===== src/rtl/sd_img_pkg.sv =====
// Shared types and helpers for the SD image byte-to-pixel path.
// Provides the frame FSM state encoding and the byte-counter width helper.
package sd_img_pkg;

  typedef enum logic [1:0] {
    ST_IDLE   = 2'd0,
    ST_ACTIVE = 2'd1,
    ST_DONE   = 2'd2
  } state_e;

  localparam int MAX_BPP = 4;

  function automatic int bcnt_w(input int bpp);
    return (bpp > 1) ? $clog2(bpp) : 1;
  endfunction

endpackage


===== src/rtl/sd_byte_packer.sv =====
// Assembles BPP consecutive bytes into one pixel word.
// pix_word/pix_done are valid in the same cycle as the final byte.
module sd_byte_packer
  import sd_img_pkg::*;
#(
  parameter int BPP        = 2,
  parameter bit BIG_ENDIAN = 1'b1
) (
  input  logic             clk,
  input  logic             rst_n,
  input  logic             clr,
  input  logic             in_valid,
  input  logic [7:0]       in_byte,
  output logic [8*BPP-1:0] pix_word,
  output logic             pix_done
);

  localparam int BC_W = bcnt_w(BPP);
  localparam logic [BC_W-1:0] LAST = BC_W'(BPP - 1);

  logic [BC_W-1:0]  cnt_q, cnt_d, cnt_eff_s, lane_s;
  logic [8*BPP-1:0] word_q, word_d, word_s;

  // A clear coinciding with a byte makes that byte lane 0 of a fresh pixel.
  always_comb begin
    cnt_eff_s = clr ? '0 : cnt_q;
    word_s    = clr ? '0 : word_q;
    lane_s    = BIG_ENDIAN ? (LAST - cnt_eff_s) : cnt_eff_s;
    for (int i = 0; i < BPP; i++) begin
      if (in_valid && (lane_s == BC_W'(i))) begin
        word_s[8*i +: 8] = in_byte;
      end
    end
    pix_done = in_valid && (cnt_eff_s == LAST);
    cnt_d    = cnt_eff_s;
    if (in_valid) begin
      cnt_d = pix_done ? '0 : (cnt_eff_s + BC_W'(1));
    end
    word_d   = word_s;
    pix_word = word_s;
  end

  always_ff @(posedge clk or negedge rst_n) begin
    if (!rst_n) begin
      cnt_q  <= '0;
      word_q <= '0;
    end else begin
      cnt_q  <= cnt_d;
      word_q <= word_d;
    end
  end

endmodule


===== src/rtl/sd_pixel_window.sv =====
// Packs SD-card bytes into pixels, tracks source frame position and
// forwards only pixels inside a runtime-offset, edge-clamped crop window.
module sd_pixel_window
  import sd_img_pkg::*;
#(
  parameter int BPP        = 2,
  parameter bit BIG_ENDIAN = 1'b1,
  parameter int IMG_W      = 1936,
  parameter int IMG_H      = 1088,
  parameter int CROP_W     = 1024,
  parameter int CROP_H     = 768,
  parameter int CNT_W      = 12
) (
  input  logic             clk,
  input  logic             rst_n,
  input  logic             frame_start,
  input  logic [CNT_W-1:0] x_off,
  input  logic [CNT_W-1:0] y_off,
  input  logic             in_valid,
  input  logic [7:0]       in_byte,
  output logic [8*BPP-1:0] pix_data,
  output logic             pix_valid,
  output logic             pix_sof,
  output logic             pix_eol,
  output logic             pix_eof,
  output logic             frame_done,
  output logic             busy,
  output logic             overrun
);

  localparam logic [CNT_W:0]   IMG_W_L  = (CNT_W+1)'(IMG_W);
  localparam logic [CNT_W:0]   IMG_H_L  = (CNT_W+1)'(IMG_H);
  localparam logic [CNT_W:0]   CROP_W_L = (CNT_W+1)'(CROP_W);
  localparam logic [CNT_W:0]   CROP_H_L = (CNT_W+1)'(CROP_H);
  localparam logic [CNT_W:0]   ONE_L    = (CNT_W+1)'(1);
  localparam logic [CNT_W-1:0] H_LAST   = CNT_W'(IMG_W - 1);
  localparam logic [CNT_W-1:0] V_LAST   = CNT_W'(IMG_H - 1);

  state_e           state_q, state_d;
  logic [CNT_W-1:0] h_q, h_d, v_q, v_d, xoff_q, xoff_d, yoff_q, yoff_d;
  logic [8*BPP-1:0] pix_data_q, pix_data_d;
  logic             pix_valid_q, pix_valid_d, sof_q, sof_d, eol_q, eol_d, eof_q, eof_d;
  logic             frame_done_q, frame_done_d, busy_q, busy_d, overrun_q, overrun_d;

  logic             byte_accept_s, pix_done_s, in_win_s, last_x_s, last_y_s, frame_last_s;
  logic [8*BPP-1:0] pix_word_s;
  logic [CNT_W-1:0] h_eff_s, v_eff_s, xoff_eff_s, yoff_eff_s;
  logic [CNT_W:0]   x_sum_s, y_sum_s, x_end_s, y_end_s;

  assign byte_accept_s = in_valid && (frame_start || (state_q == ST_ACTIVE));

  sd_byte_packer #(
    .BPP        (BPP),
    .BIG_ENDIAN (BIG_ENDIAN)
  ) u_packer (
    .clk      (clk),
    .rst_n    (rst_n),
    .clr      (frame_start),
    .in_valid (byte_accept_s),
    .in_byte  (in_byte),
    .pix_word (pix_word_s),
    .pix_done (pix_done_s)
  );

  // frame_start takes effect combinationally so a coincident byte belongs to the new frame.
  always_comb begin
    h_eff_s    = frame_start ? '0    : h_q;
    v_eff_s    = frame_start ? '0    : v_q;
    xoff_eff_s = frame_start ? x_off : xoff_q;
    yoff_eff_s = frame_start ? y_off : yoff_q;

    x_sum_s = {1'b0, xoff_eff_s} + CROP_W_L;
    y_sum_s = {1'b0, yoff_eff_s} + CROP_H_L;
    x_end_s = (x_sum_s > IMG_W_L) ? IMG_W_L : x_sum_s;
    y_end_s = (y_sum_s > IMG_H_L) ? IMG_H_L : y_sum_s;

    in_win_s = (h_eff_s >= xoff_eff_s) && ({1'b0, h_eff_s} < x_end_s) &&
               (v_eff_s >= yoff_eff_s) && ({1'b0, v_eff_s} < y_end_s);
    last_x_s     = (({1'b0, h_eff_s} + ONE_L) == x_end_s);
    last_y_s     = (({1'b0, v_eff_s} + ONE_L) == y_end_s);
    frame_last_s = (h_eff_s == H_LAST) && (v_eff_s == V_LAST);
  end

  always_comb begin
    state_d      = state_q;
    h_d          = h_eff_s;
    v_d          = v_eff_s;
    xoff_d       = xoff_eff_s;
    yoff_d       = yoff_eff_s;
    pix_data_d   = pix_data_q;
    pix_valid_d  = 1'b0;
    sof_d        = 1'b0;
    eol_d        = 1'b0;
    eof_d        = 1'b0;
    frame_done_d = 1'b0;
    overrun_d    = frame_start ? 1'b0 : overrun_q;

    if (frame_start) begin
      state_d = ST_ACTIVE;
    end else if ((state_q == ST_DONE) && in_valid) begin
      overrun_d = 1'b1;
    end

    if (pix_done_s) begin
      if (h_eff_s == H_LAST) begin
        h_d = '0;
        v_d = (v_eff_s == V_LAST) ? '0 : (v_eff_s + CNT_W'(1));
      end else begin
        h_d = h_eff_s + CNT_W'(1);
      end
      if (in_win_s) begin
        pix_valid_d = 1'b1;
        pix_data_d  = pix_word_s;
        sof_d       = (h_eff_s == xoff_eff_s) && (v_eff_s == yoff_eff_s);
        eol_d       = last_x_s;
        eof_d       = last_x_s && last_y_s;
      end
      if (frame_last_s) begin
        state_d      = ST_DONE;
        frame_done_d = 1'b1;
      end
    end

    busy_d = (state_d == ST_ACTIVE);
  end

  always_ff @(posedge clk or negedge rst_n) begin
    if (!rst_n) begin
      state_q      <= ST_IDLE;
      h_q          <= '0;
      v_q          <= '0;
      xoff_q       <= '0;
      yoff_q       <= '0;
      pix_data_q   <= '0;
      pix_valid_q  <= 1'b0;
      sof_q        <= 1'b0;
      eol_q        <= 1'b0;
      eof_q        <= 1'b0;
      frame_done_q <= 1'b0;
      busy_q       <= 1'b0;
      overrun_q    <= 1'b0;
    end else begin
      state_q      <= state_d;
      h_q          <= h_d;
      v_q          <= v_d;
      xoff_q       <= xoff_d;
      yoff_q       <= yoff_d;
      pix_data_q   <= pix_data_d;
      pix_valid_q  <= pix_valid_d;
      sof_q        <= sof_d;
      eol_q        <= eol_d;
      eof_q        <= eof_d;
      frame_done_q <= frame_done_d;
      busy_q       <= busy_d;
      overrun_q    <= overrun_d;
    end
  end

  assign pix_data   = pix_data_q;
  assign pix_valid  = pix_valid_q;
  assign pix_sof    = sof_q;
  assign pix_eol    = eol_q;
  assign pix_eof    = eof_q;
  assign frame_done = frame_done_q;
  assign busy       = busy_q;
  assign overrun    = overrun_q;

endmodule

===== config.mk =====
export PLATFORM = sky130hd
export DESIGN_NAME = sd_pixel_window
export DESIGN_NICKNAME = d
export VERILOG_FILES = /design/src/rtl/sd_img_pkg.sv /design/src/rtl/sd_byte_packer.sv /design/src/rtl/sd_pixel_window.sv
export SDC_FILE = /design/constraint.sdc
export NUM_CORES = 1
export LEC_CHECK = 0
export CAP_MARGIN = 15
export CORE_MARGIN = 5
export CORE_UTILIZATION = 65
export CTS_BUF_LIST = sky130_fd_sc_hd__clkbuf_4
export CTS_CLUSTER_SIZE = 25
export DETAILED_ROUTE_END_ITERATION = 8
export PLACE_DENSITY = 0.95
export SYNTH_ARGS = -nofsm -noshare
export SYNTH_HDL_FRONTEND = slang
export SYNTH_SLANG_ARGS = --single-unit
export TNS_END_PERCENT = 5

===== constraint.sdc =====
create_clock -name clk -period 7 [get_ports clk]
set_input_delay 1.05 -clock clk [delete_from_list [all_inputs] [get_ports clk]]
set_output_delay 1.05 -clock clk [all_outputs]
set_load 0.05 [all_outputs]

## Yosys cells after proc, flatten, opt, wreduce, memory -nomap -nowiden

Cells that the tools add are included.

| word-level totals | value |
|---|---|
| output and inout port bits | 23 |
| bits in registers | 90 |
| input bits | 36 |

| cells by class | value |
|---|---|
| eq/ne operators | 9 |
| magnitude comparators | 6 |
| multiplexer cells | 33 |
| reduce and logical (&&, ||, !) cells | 13 |
| bitwise operators | 1 |
| add/sub/neg operators | 8 |

Operators with widths:

| operator | number |
|---|---|
| 12-bit 2-to-1 mux | 9 |
| 12-bit by 1-bit adder with 13-bit output, second input constant | 2 |
| 13-bit equality test | 2 |
| 13-bit by 11-bit > comparator with 1-bit output, second input constant | 2 |
| 12-bit by 13-bit less-than comparator with 1-bit output | 2 |
| 13-bit 2-to-1 mux | 2 |
| 12-bit by 1-bit adder with 12-bit output, second input constant | 2 |
| 12-bit by 11-bit equality test with 1-bit output, second input constant | 2 |
| 12-bit equality test | 2 |
| 12-bit >= comparator | 2 |
| 1-bit 2-to-1 mux | 16 |
| 16-bit 2-to-1 mux | 1 |
| 8-bit 2-to-1 mux | 2 |
| 12-bit by 10-bit adder with 13-bit output, second input constant | 1 |
| 12-bit by 11-bit adder with 13-bit output, second input constant | 1 |
| 1-bit logical AND | 11 |
| 2-bit 2-to-1 mux | 3 |
| 2-bit by 1-bit equality test with 1-bit output, second input constant | 2 |
| 2-bit equality test, second input constant | 1 |
| 2-bit AND reduction | 1 |
| 1-bit adder, second input constant | 1 |
| 1-bit logical OR | 1 |
| 1-bit NOT | 1 |
| 1-bit subtractor, first input constant | 1 |

## Depth between registers and ports, before layout

Gate-level depths: netlist of the first run.

| logic depth | value |
|---|---|
| depth in word-level cells | 10 |
| mapped depth | 25 |
| mapped depth without buffers | 17 |

## By module

From an unflattened synthesis of the first run, not the netlist that was laid out.

| second synthesis, totals | value |
|---|---|
| cell total of the unflattened synthesis | 630 |
| area, all modules | 6190.9 µm² |

Modules (own cells, without submodules):

| module | area each (µm²) | times used | cells each |
|---|---|---|---|
| sd_pixel_window | 5541.6 | 1 | 584 |
| sd_byte_packer | 649.4 | 1 | 46 |

## Least setup slack after synthesis of the first run

OpenSTA, ideal clock, no wires.

| timing path | value |
|---|---|
| kind | input-to-reg |
| start point | input port frame_start |
| end point | register pix_data_q[10] (netlist: pix_data[10]) |
| cell stages on the path | 25 |
| path slack | 1.283 ns |
| library setup time | 0.125 ns |
| arrival time | 5.592 ns |
| buffers on the path | 9 |
| required time | 6.875 ns |
| cell sequence | buf_6 -> buf_6 -> buf_6 -> buf_6 -> buf_2 -> buf_1 -> mux2i_1 -> inv_1 -> ha_1 -> nor2_1 -> nand3_1 -> o21ai_2 -> buf_6 -> buf_2 -> nand2_1 -> ha_1 -> nor2b_1 -> o21a_1 -> o211ai_1 -> a21oi_1 -> o221ai_1 -> nand2b_1 -> a2111oi_4 -> buf_4 -> mux2_2 |

| on the way | value |
|---|---|
| word-level cells in the longest chain between the ends | 9 |
| elaborated cells on any way between the ends | 26 |
| those cells by class | add/sub: 3; order compare: 6; mux: 9; reduce/logical: 8 |

Ends and longest elaborated chain:

| item | RTL line | source |
|---|---|---|
| start: declaration | sd_pixel_window.sv:16 | `input logic frame_start,` |
| 12-bit 2-to-1 mux (*) | sd_pixel_window.sv:69 | `xoff_eff_s = frame_start ? x_off : xoff_q;` |
| net xoff_d[11] | sd_pixel_window.sv:40 | `logic [CNT_W-1:0] h_q, h_d, v_q, v_d, xoff_q, xoff_d, yoff_q, yoff_d;` |
| 12-bit by 11-bit adder with 13-bit output | sd_pixel_window.sv:72 | `x_sum_s = {1'b0, xoff_eff_s} + CROP_W_L;` |
| 13-bit by 11-bit > comparator with 1-bit output | sd_pixel_window.sv:74 | `x_end_s = (x_sum_s > IMG_W_L) ? IMG_W_L : x_sum_s;` |
| 13-bit 2-to-1 mux | sd_pixel_window.sv:74 |  |
| 12-bit by 13-bit less-than comparator with 1-bit output | sd_pixel_window.sv:77 | `in_win_s = (h_eff_s >= xoff_eff_s) && ({1'b0, h_eff_s} < x_end_s) &&` |
| 1-bit logical AND (*) (2 in series) | sd_pixel_window.sv:77 |  |
| 1-bit logical AND (*) | sd_pixel_window.sv:78 | `(v_eff_s >= yoff_eff_s) && ({1'b0, v_eff_s} < y_end_s);` |
| 2-bit AND reduction (no line) (*) | - |  |
| end signal: assignment | sd_pixel_window.sv:148 | `pix_data_q <= pix_data_d;` |
| end: declaration | sd_pixel_window.sv:41 | `logic [8*BPP-1:0] pix_data_q, pix_data_d;` |

Mark *: on every way through the listed nets, which the timed path passes. The rest lies on a longest branch.
A chain may end at the register's enable or synchronous reset.

## Worst setup path after layout of the first run

| timing path | value |
|---|---|
| start point | input port frame_start |
| end point | register pix_data_q[6] (netlist: pix_data[6]) |

| on the way | value |
|---|---|
| word-level cells in the longest chain between the ends | 9 |
| elaborated cells on any way between the ends | 27 |
| those cells by class | add/sub: 3; order compare: 6; mux: 9; bitwise: 1; reduce/logical: 8 |

Ends and longest elaborated chain:

| item | RTL line |
|---|---|
| 12-bit 2-to-1 mux | sd_pixel_window.sv:69 |
| 12-bit by 11-bit adder with 13-bit output | sd_pixel_window.sv:72 |
| 13-bit by 11-bit > comparator with 1-bit output | sd_pixel_window.sv:74 |
| 13-bit 2-to-1 mux | sd_pixel_window.sv:74 |
| 12-bit by 13-bit less-than comparator with 1-bit output | sd_pixel_window.sv:77 |
| 1-bit logical AND (2 in series) | sd_pixel_window.sv:77 |
| 1-bit logical AND | sd_pixel_window.sv:78 |
| 2-bit AND reduction (no line) | - |

Several ways; a longest one is shown, not always the timed one.

==> flow_metrics.env, run 1 <==
export IMPL_power_ir_vdd_worst_v=0.000107
export IMPL_hpwl_mm=11.5
export IMPL_tightest_slew_ps=897
export IMPL_post_synthesis_instance_area_um2=6280
export IMPL_wire_length_of_the_first_global_routing_pass_mm=25.0
export IMPL_synth_yosys_warnings=0
export IMPL_ys_types=78
export IMPL_i_o_pin_count=59
export IMPL_clock_root_buffer="sky130_fd_sc_hd__clkbuf_4"
export IMPL_layout_commonest_cell="sky130_fd_sc_hd__dfrtp_1"
export IMPL_drtPass1Iterations=6
export IMPL_grt_max_degree=65
export IMPL_via_count=5181
export IMPL_startpoint_kind_of_the_worst_setup_timing_path="input pin"
export IMPL_p_clk_frac=0.283
export IMPL_insertedDiodeCount=0
export IMPL_most_common_layout_cells="90 x sky130_fd_sc_hd__dfrtp_1, 61 x sky130_fd_sc_hd__nand2_1, 57 x sky130_fd_sc_hd__ha_1, 56 x sky130_fd_sc_hd__clkdlybuf4s50_1, 37 x sky130_fd_sc_hd__inv_1"
export IMPL_post_syn_instances=638
export IMPL_max_cap_violations=0
export IMPL_cts_buffers_inserted=9
export IMPL_switching_share=0.306
export IMPL_synth_seq_cells=90
export IMPL_route_met3_wl_mm=1.20
export IMPL_tritoncts_clock_tree="yes"
export IMPL_syn_nets=731
export IMPL_crit_required_ps=7330
export IMPL_wire_per_inst_um=18.4
export IMPL_layout_cell_area_non_filler_um2=7040
export IMPL_detail_route_wirelength_mm=15.1
export IMPL_fp_dieH_um=108
export IMPL_grt_usage=0.268
export IMPL_postCtsHoldBufs=0
export IMPL_gp_congestion=0.969
export IMPL_via_count_normalized_by_instance_count=6.30
export IMPL_timing_hold_worst_class="in -> async"
export IMPL_dpl_cell_area_um2=6890
export IMPL_drc=0
export IMPL_core_rowCount=35
export IMPL_floorplan_initialDensity=0.674
export IMPL_max_clock_freq_ghz=0.178
export IMPL_cts_clk_slew_worst_paths_ps=150
export IMPL_crit_path_max_fanout=46
export IMPL_synth_async_reset_ratio=1.00
export IMPL_power_frac_comb=0.194
export IMPL_core_area_um2=9330
export IMPL_synth_enable_flop_cells=0
export IMPL_dieWidth_um=108
export IMPL_cts_repair_resized=0
export IMPL_topRoutingLayerUsed="met4"
export IMPL_post_cts_setup_buffers=0
export IMPL_power_density_nw_per_um2=151
export IMPL_final_min_period_ps=5630
export IMPL_finalHoldViolations=0
export IMPL_synthFlopType="sky130_fd_sc_hd__dfrtp_1"
export IMPL_drt_iter0_drc=473
export IMPL_postRouteAntennaNets=0
export IMPL_drive_above_1_share=0.104
export IMPL_area_growth_synth_to_final_pct=12.0
export IMPL_timing_final_max_slew_violations=0
export IMPL_cts_buffer_depth=2
export IMPL_vias_in_the_first_global_route=5331
export IMPL_ctsHtreeMaxLevel=3
export IMPL_fill_cell_count=633
export IMPL_rsz0062_at_grt="no"
export IMPL_post_synth_cell_area_avg_um2=9.85
export IMPL_worstSetupPathType="in -> reg"
export IMPL_grt_remaining_overflow=0
export IMPL_power_sequential_fraction=0.524
export IMPL_insertion_delay_ps=440
export IMPL_fin_worst_hold_slack_ps=492
export IMPL_report_final_setup_viol=0
export IMPL_initial_antenna_violation_count=0
export IMPL_power_static_leakage_nw=3.29
export IMPL_nNetsFinal=781
export IMPL_final_core_utilization=0.755
export IMPL_met2_wirelength_mm=7.18
export IMPL_post_route_period_util=0.804
export IMPL_synth_seq_area_share=0.358
export IMPL_cp_end_kind="register"
export IMPL_design_power_total_w=0.00106
export IMPL_setup_tns_final_ps=0
export IMPL_power_internal_w=0.000737
export IMPL_number_of_port_buffers=58
export IMPL_dieArea_um2=11700
export IMPL_switching_power_w=0.000324
export IMPL_arrival_time_at_the_worst_endpoint_ps=5960
export IMPL_relative_slew_slack=0.387
export IMPL_cts_sinks=90
export IMPL_wirelength_met1_mm=6.41
export IMPL_status="finished clean"
export IMPL_finalClockSkew_ps=15.6
[final timing paths]
check,startpoint,endpoint,slack [ps],cells past startpoint
hold / removal,rst_n,v_q[3],490,1
setup / recovery,frame_start,pix_data[6],1370,17
setup reg to reg,xoff_q[10],pix_data[6],2520,17
min in group clk,u_packer.word_q[9],u_packer.word_q[9],510,1
hold reg to reg,u_packer.word_q[9],u_packer.word_q[9],510,1
max in group asynchronous,rst_n,xoff_q[6],5400,2
[cell families (layout without fill, tap and decap cells)]
kind of cell | count (synthesis) | in the layout | share of synthesized area
xor+xnor | 40 | 40 | 0.0558
compound gates | 128 | 128 | 0.155
flops | 90 | 90 | 0.358
other cells | 1 | 1 | 0.000597
fa+ha+maj | 57 | 57 | 0.113
buf+inv | 61 | 116 | 0.0466
simple gates | 217 | 217 | 0.190
mux | 44 | 44 | 0.0796
[sequential cells by signal (all words and copies together) (netlist names)]
register / cells
busy: 1
frame_done: 1
h_q: 12
overrun: 1
pix_data: 16
pix_eof: 1
pix_eol: 1
pix_sof: 1
pix_valid: 1
state_q: 2
u_packer.cnt_q: 1
u_packer.word_q: 16
v_q: 12
xoff_q: 12
yoff_q: 12
[routing by layer]
layer,vias up,GRT usage
met4,0,0.0911
li1,2397,-
met3,54,0.0531
met2,247,0.448
met5,-,0
met1,2483,0.348
[Yosys cell counts, drive strengths merged, types with 3 or more instances]
| library cell | n | area share |
|---|---|---|
| inv | 39 | 0.023 |
| xor2 | 14 | 0.020 |
| a21o | 14 | 0.017 |
| and4 | 5 | 0.0070 |
| ha | 57 | 0.11 |
| buf | 15 | 0.019 |
| a22o | 15 | 0.021 |
| o21a | 5 | 0.0060 |
| clkbuf | 7 | 0.0042 |
| nor2b | 23 | 0.024 |
| mux2 | 22 | 0.039 |
| and2 | 11 | 0.011 |
| a31oi | 5 | 0.0050 |
| nand4 | 14 | 0.014 |
| o32ai | 3 | 0.0042 |
| nor3 | 16 | 0.014 |
| a2111oi | 3 | 0.010 |
| and3 | 4 | 0.0040 |
| nor2 | 28 | 0.019 |
| o31ai | 4 | 0.0048 |
| nor4b | 3 | 0.0052 |
| o21ai | 27 | 0.023 |
| dfrtp | 90 | 0.36 |
| mux2i | 22 | 0.040 |
| o211ai | 9 | 0.016 |
| nand2b | 11 | 0.012 |
| nand2 | 62 | 0.037 |
| nand3 | 20 | 0.018 |
| a21oi | 22 | 0.018 |
| xnor2 | 26 | 0.036 |
| or4 | 3 | 0.0036 |
[area by class of cell]
type | instances | area [um^2] | share of cell area
inverters | 39 | 146 | 0.0208
flip-flops and latches | 90 | 2250 | 0.320
multi-input cells | 487 | 3740 | 0.531
clock inverters | 7 | 77.6 | 0.0110
well taps | 129 | 161 | 0.0229
clock buffers | 9 | 67.6 | 0.00960
repair buffers | 61 | 596 | 0.0846
[worst max-delay path: stages]
cell                        delay (ps)
sky130_fd_sc_hd__buf_2             520
sky130_fd_sc_hd__buf_4             570
sky130_fd_sc_hd__or4b_1            510
sky130_fd_sc_hd__o22ai_1           180
sky130_fd_sc_hd__nand3_1           110
sky130_fd_sc_hd__o21ai_2           600
sky130_fd_sc_hd__nand2_1           120
sky130_fd_sc_hd__ha_1              310
sky130_fd_sc_hd__nor2b_1           130
sky130_fd_sc_hd__o21a_1            160
sky130_fd_sc_hd__o211ai_1          150
sky130_fd_sc_hd__a21oi_1           100
sky130_fd_sc_hd__o221ai_1          160
sky130_fd_sc_hd__nand2b_1          130
sky130_fd_sc_hd__a2111oi_4         410
sky130_fd_sc_hd__buf_4             320
sky130_fd_sc_hd__mux2_2            370
[power by group through the flow]
| stage | combinational [W] | clock (W) | sequential (W) |
|---|---|---|---|
| after floorplan | 0.000139 | 0 | 0.000561 |
| after global placement | 0.000193 | 0 | 0.000564 |
| after detailed placement | 0.000202 | 0 | 0.000565 |
| after CTS | 0.000203 | 0.000306 | 0.000556 |
| after global routing | 0.000227 | 0.000326 | 0.000558 |
| final | 0.000206 | 0.000300 | 0.000556 |
[stage by stage]
step                      std cells  setup slack (ps)
after floorplan                 638              1280
after global placement          806              1260
after detailed placement        806              1020
after CTS                       822              1490
after global routing            822              1090
final                           822              1370
Power figures use the tool's default switching activity.
==> run 2: changes to the inputs <==
Settings changed: CORE_UTILIZATION 65 to 54, PLACE_DENSITY 0.95 to 0.9.
Clock period 7 ns to 4.94 ns, I/O delays scaled along.
==> run 2 against run 1 <==
  * Clock skew rose by 4.4 ps
  * Worst setup slack got worse by 760 ps
  * Critical path depth did not move
  * Count of clock-buffer cells in the layout did not move
  * Flip-flop and latch count did not move
  * Non-clock buffer count rose by 11
  * Worst hold slack got worse by 310 ps
  * Combinational power rose by 50%
==> flow_metrics.env, run 2 (same netlist as run 1, synthesis figures left out) <==
export IMPL_arrival_time_at_the_worst_endpoint_ps=4700
export IMPL_max_cap_violations=0
export IMPL_drt_iter0_drc=376
export IMPL_area_growth_synth_to_final_pct=14.5
export IMPL_dieArea_um2=13900
export IMPL_via_count=5159
export IMPL_cts_clk_slew_worst_paths_ps=160
export IMPL_cts_sinks=90
export IMPL_tritoncts_clock_tree="yes"
export IMPL_layout_commonest_cell="sky130_fd_sc_hd__dfrtp_1"
export IMPL_vias_in_the_first_global_route=5337
export IMPL_wirelength_met1_mm=6.93
export IMPL_fp_dieH_um=118
export IMPL_wire_length_of_the_first_global_routing_pass_mm=26.0
export IMPL_postRouteAntennaNets=0
export IMPL_topRoutingLayerUsed="met4"
export IMPL_worstSetupPathType="in -> reg"
export IMPL_max_clock_freq_ghz=0.231
export IMPL_route_met3_wl_mm=1.08
export IMPL_crit_required_ps=5310
export IMPL_setup_reg_to_reg_worst_slack_ps=910
export IMPL_cts_repair_resized=0
export IMPL_rr_startpoint="yoff_q[0]"
export IMPL_insertion_delay_ps=480
export IMPL_worst_r2r_endpoint="pix_data[5]"
export IMPL_post_route_period_util=0.875
export IMPL_most_common_layout_cells="90 x sky130_fd_sc_hd__dfrtp_1, 61 x sky130_fd_sc_hd__nand2_1, 56 x sky130_fd_sc_hd__ha_1, 56 x sky130_fd_sc_hd__clkdlybuf4s50_1, 37 x sky130_fd_sc_hd__inv_1"
export IMPL_dieWidth_um=118
export IMPL_post_place_ws_ps=125
export IMPL_drive_above_1_share=0.122
export IMPL_fin_ws_ps=616
export IMPL_crit_path_max_fanout=17
export IMPL_detail_route_wirelength_mm=15.6
export IMPL_i_o_pin_count=59
export IMPL_status="finished clean"
export IMPL_fill_cell_count=935
export IMPL_grt_max_degree=91
export IMPL_finalClockSkew_ps=20.0
export IMPL_insertedDiodeCount=0
export IMPL_drc=0
export IMPL_cts_buffer_depth=2
export IMPL_cts_buffers_inserted=9
export IMPL_clock_root_buffer="sky130_fd_sc_hd__clkbuf_4"
export IMPL_via_count_normalized_by_instance_count=6.09
export IMPL_floorplan_initialDensity=0.550
export IMPL_tightest_slew_ps=866
export IMPL_power_density_nw_per_um2=215
export IMPL_wire_per_inst_um=18.4
export IMPL_drtPass1Iterations=5
export IMPL_number_of_placed_instances_taps_included=830
export IMPL_grt_remaining_overflow=0
export IMPL_timing_final_max_slew_violations=0
export IMPL_initial_antenna_violation_count=0
export IMPL_final_min_period_ps=4320
export IMPL_cp_end_kind="register"
export IMPL_met2_wirelength_mm=7.13
export IMPL_reg2regPathDepth=16
export IMPL_ctsHtreeMaxLevel=3
export IMPL_setup_tns_final_ps=0
export IMPL_report_final_setup_viol=0
export IMPL_core_rowCount=39
export IMPL_grt_usage=0.226
export IMPL_nNetsFinal=792
export IMPL_startpoint_kind_of_the_worst_setup_timing_path="input pin"
export IMPL_fin_worst_hold_slack_ps=187
export IMPL_power_static_leakage_nw=3.37
export IMPL_rsz0062_at_grt="no"
export IMPL_timing_hold_worst_class="in -> async"
export IMPL_number_of_port_buffers=58
export IMPL_post_cts_setup_buffers=0
export IMPL_hpwl_mm=12.1
export IMPL_non_filler_instance_count_after_layout=847
export IMPL_relative_slew_slack=0.408
export IMPL_postCtsHoldBufs=0
export IMPL_power_ir_vdd_worst_v=0.000138
export IMPL_finalHoldViolations=0
export IMPL_core_area_um2=11400
export IMPL_gp_congestion=1.02
## run 2: cell count changes in the layout (fill, tap and decap cells not counted), sizes merged
cell	delta
buf	+11
inv	+3
clkinvlp	-2
clkinv	-1
## run 2: critical path, cell delays in order
cell and delay (ps):
sky130_fd_sc_hd__clkdlybuf4s50_1 430, sky130_fd_sc_hd__or4_1 510, sky130_fd_sc_hd__nor3_1 170, sky130_fd_sc_hd__o221a_2 270
sky130_fd_sc_hd__nor2b_1 100, sky130_fd_sc_hd__o211ai_4 260, sky130_fd_sc_hd__nand2_1 90, sky130_fd_sc_hd__ha_1 290
sky130_fd_sc_hd__nor2b_1 130, sky130_fd_sc_hd__o21a_1 160, sky130_fd_sc_hd__o211ai_1 150, sky130_fd_sc_hd__nand3_1 100
sky130_fd_sc_hd__o2111ai_1 120, sky130_fd_sc_hd__a21oi_1 130, sky130_fd_sc_hd__a2111oi_4 470, sky130_fd_sc_hd__buf_12 210
sky130_fd_sc_hd__mux2_2 350
## run 2: metal layers
| layer | vias to the layer above | global-route usage |
|---|---|---|
| met2 | 199 | 0.362 |
| li1 | 2425 | - |
| met5 | - | 0 |
| met3 | 33 | 0.0447 |
| met1 | 2502 | 0.303 |
| met4 | 0 | 0.0875 |
## run 2: power breakdown
group	switching (W)	leakage (nW)	internal [W]	total, W
clock	0.000285	0.0847	0.000165	0.000450
combinational	0.000180	2.10	0.000127	0.000308
sequential	0.0000177	1.18	0.000770	0.000787
total	0.000482	3.37	0.00106	0.00154
## run 2: layout make-up
type	count	area (um^2)	share of cell area
Sequential cell	90	2250	0.313
Clock inverter	7	83.8	0.0117
Tap cell	143	179	0.0249
Timing Repair Buffer	72	711	0.0988
Clock buffer	9	67.6	0.00939
Inverter	39	146	0.0204
Multi-Input combinational cell	487	3750	0.522
## run 2: worst max-delay path by stage
stage	startpoint	end	depth (start not counted)
floorplan	frame_start	pix_data[10]	25
global placement	y_off[0]	pix_data[3]	17
detailed placement	y_off[5]	pix_data[5]	17
CTS	y_off[5]	pix_data[10]	17
global route	y_off[5]	pix_data[3]	17
finish	y_off[5]	pix_data[5]	17
## run 2: per-stage QoR
step | instance area, um^2 | total power (W) | utilization
final | 7190 | 0.00154 | 0.630
after global routing | 7190 | 0.00162 | 0.630
after CTS | 7170 | 0.00155 | 0.628
after detailed placement | 7010 | 0.00110 | 0.614
after global placement | 7010 | 0.00109 | 0.614
after floorplan | 6320 | 0.000997 | -
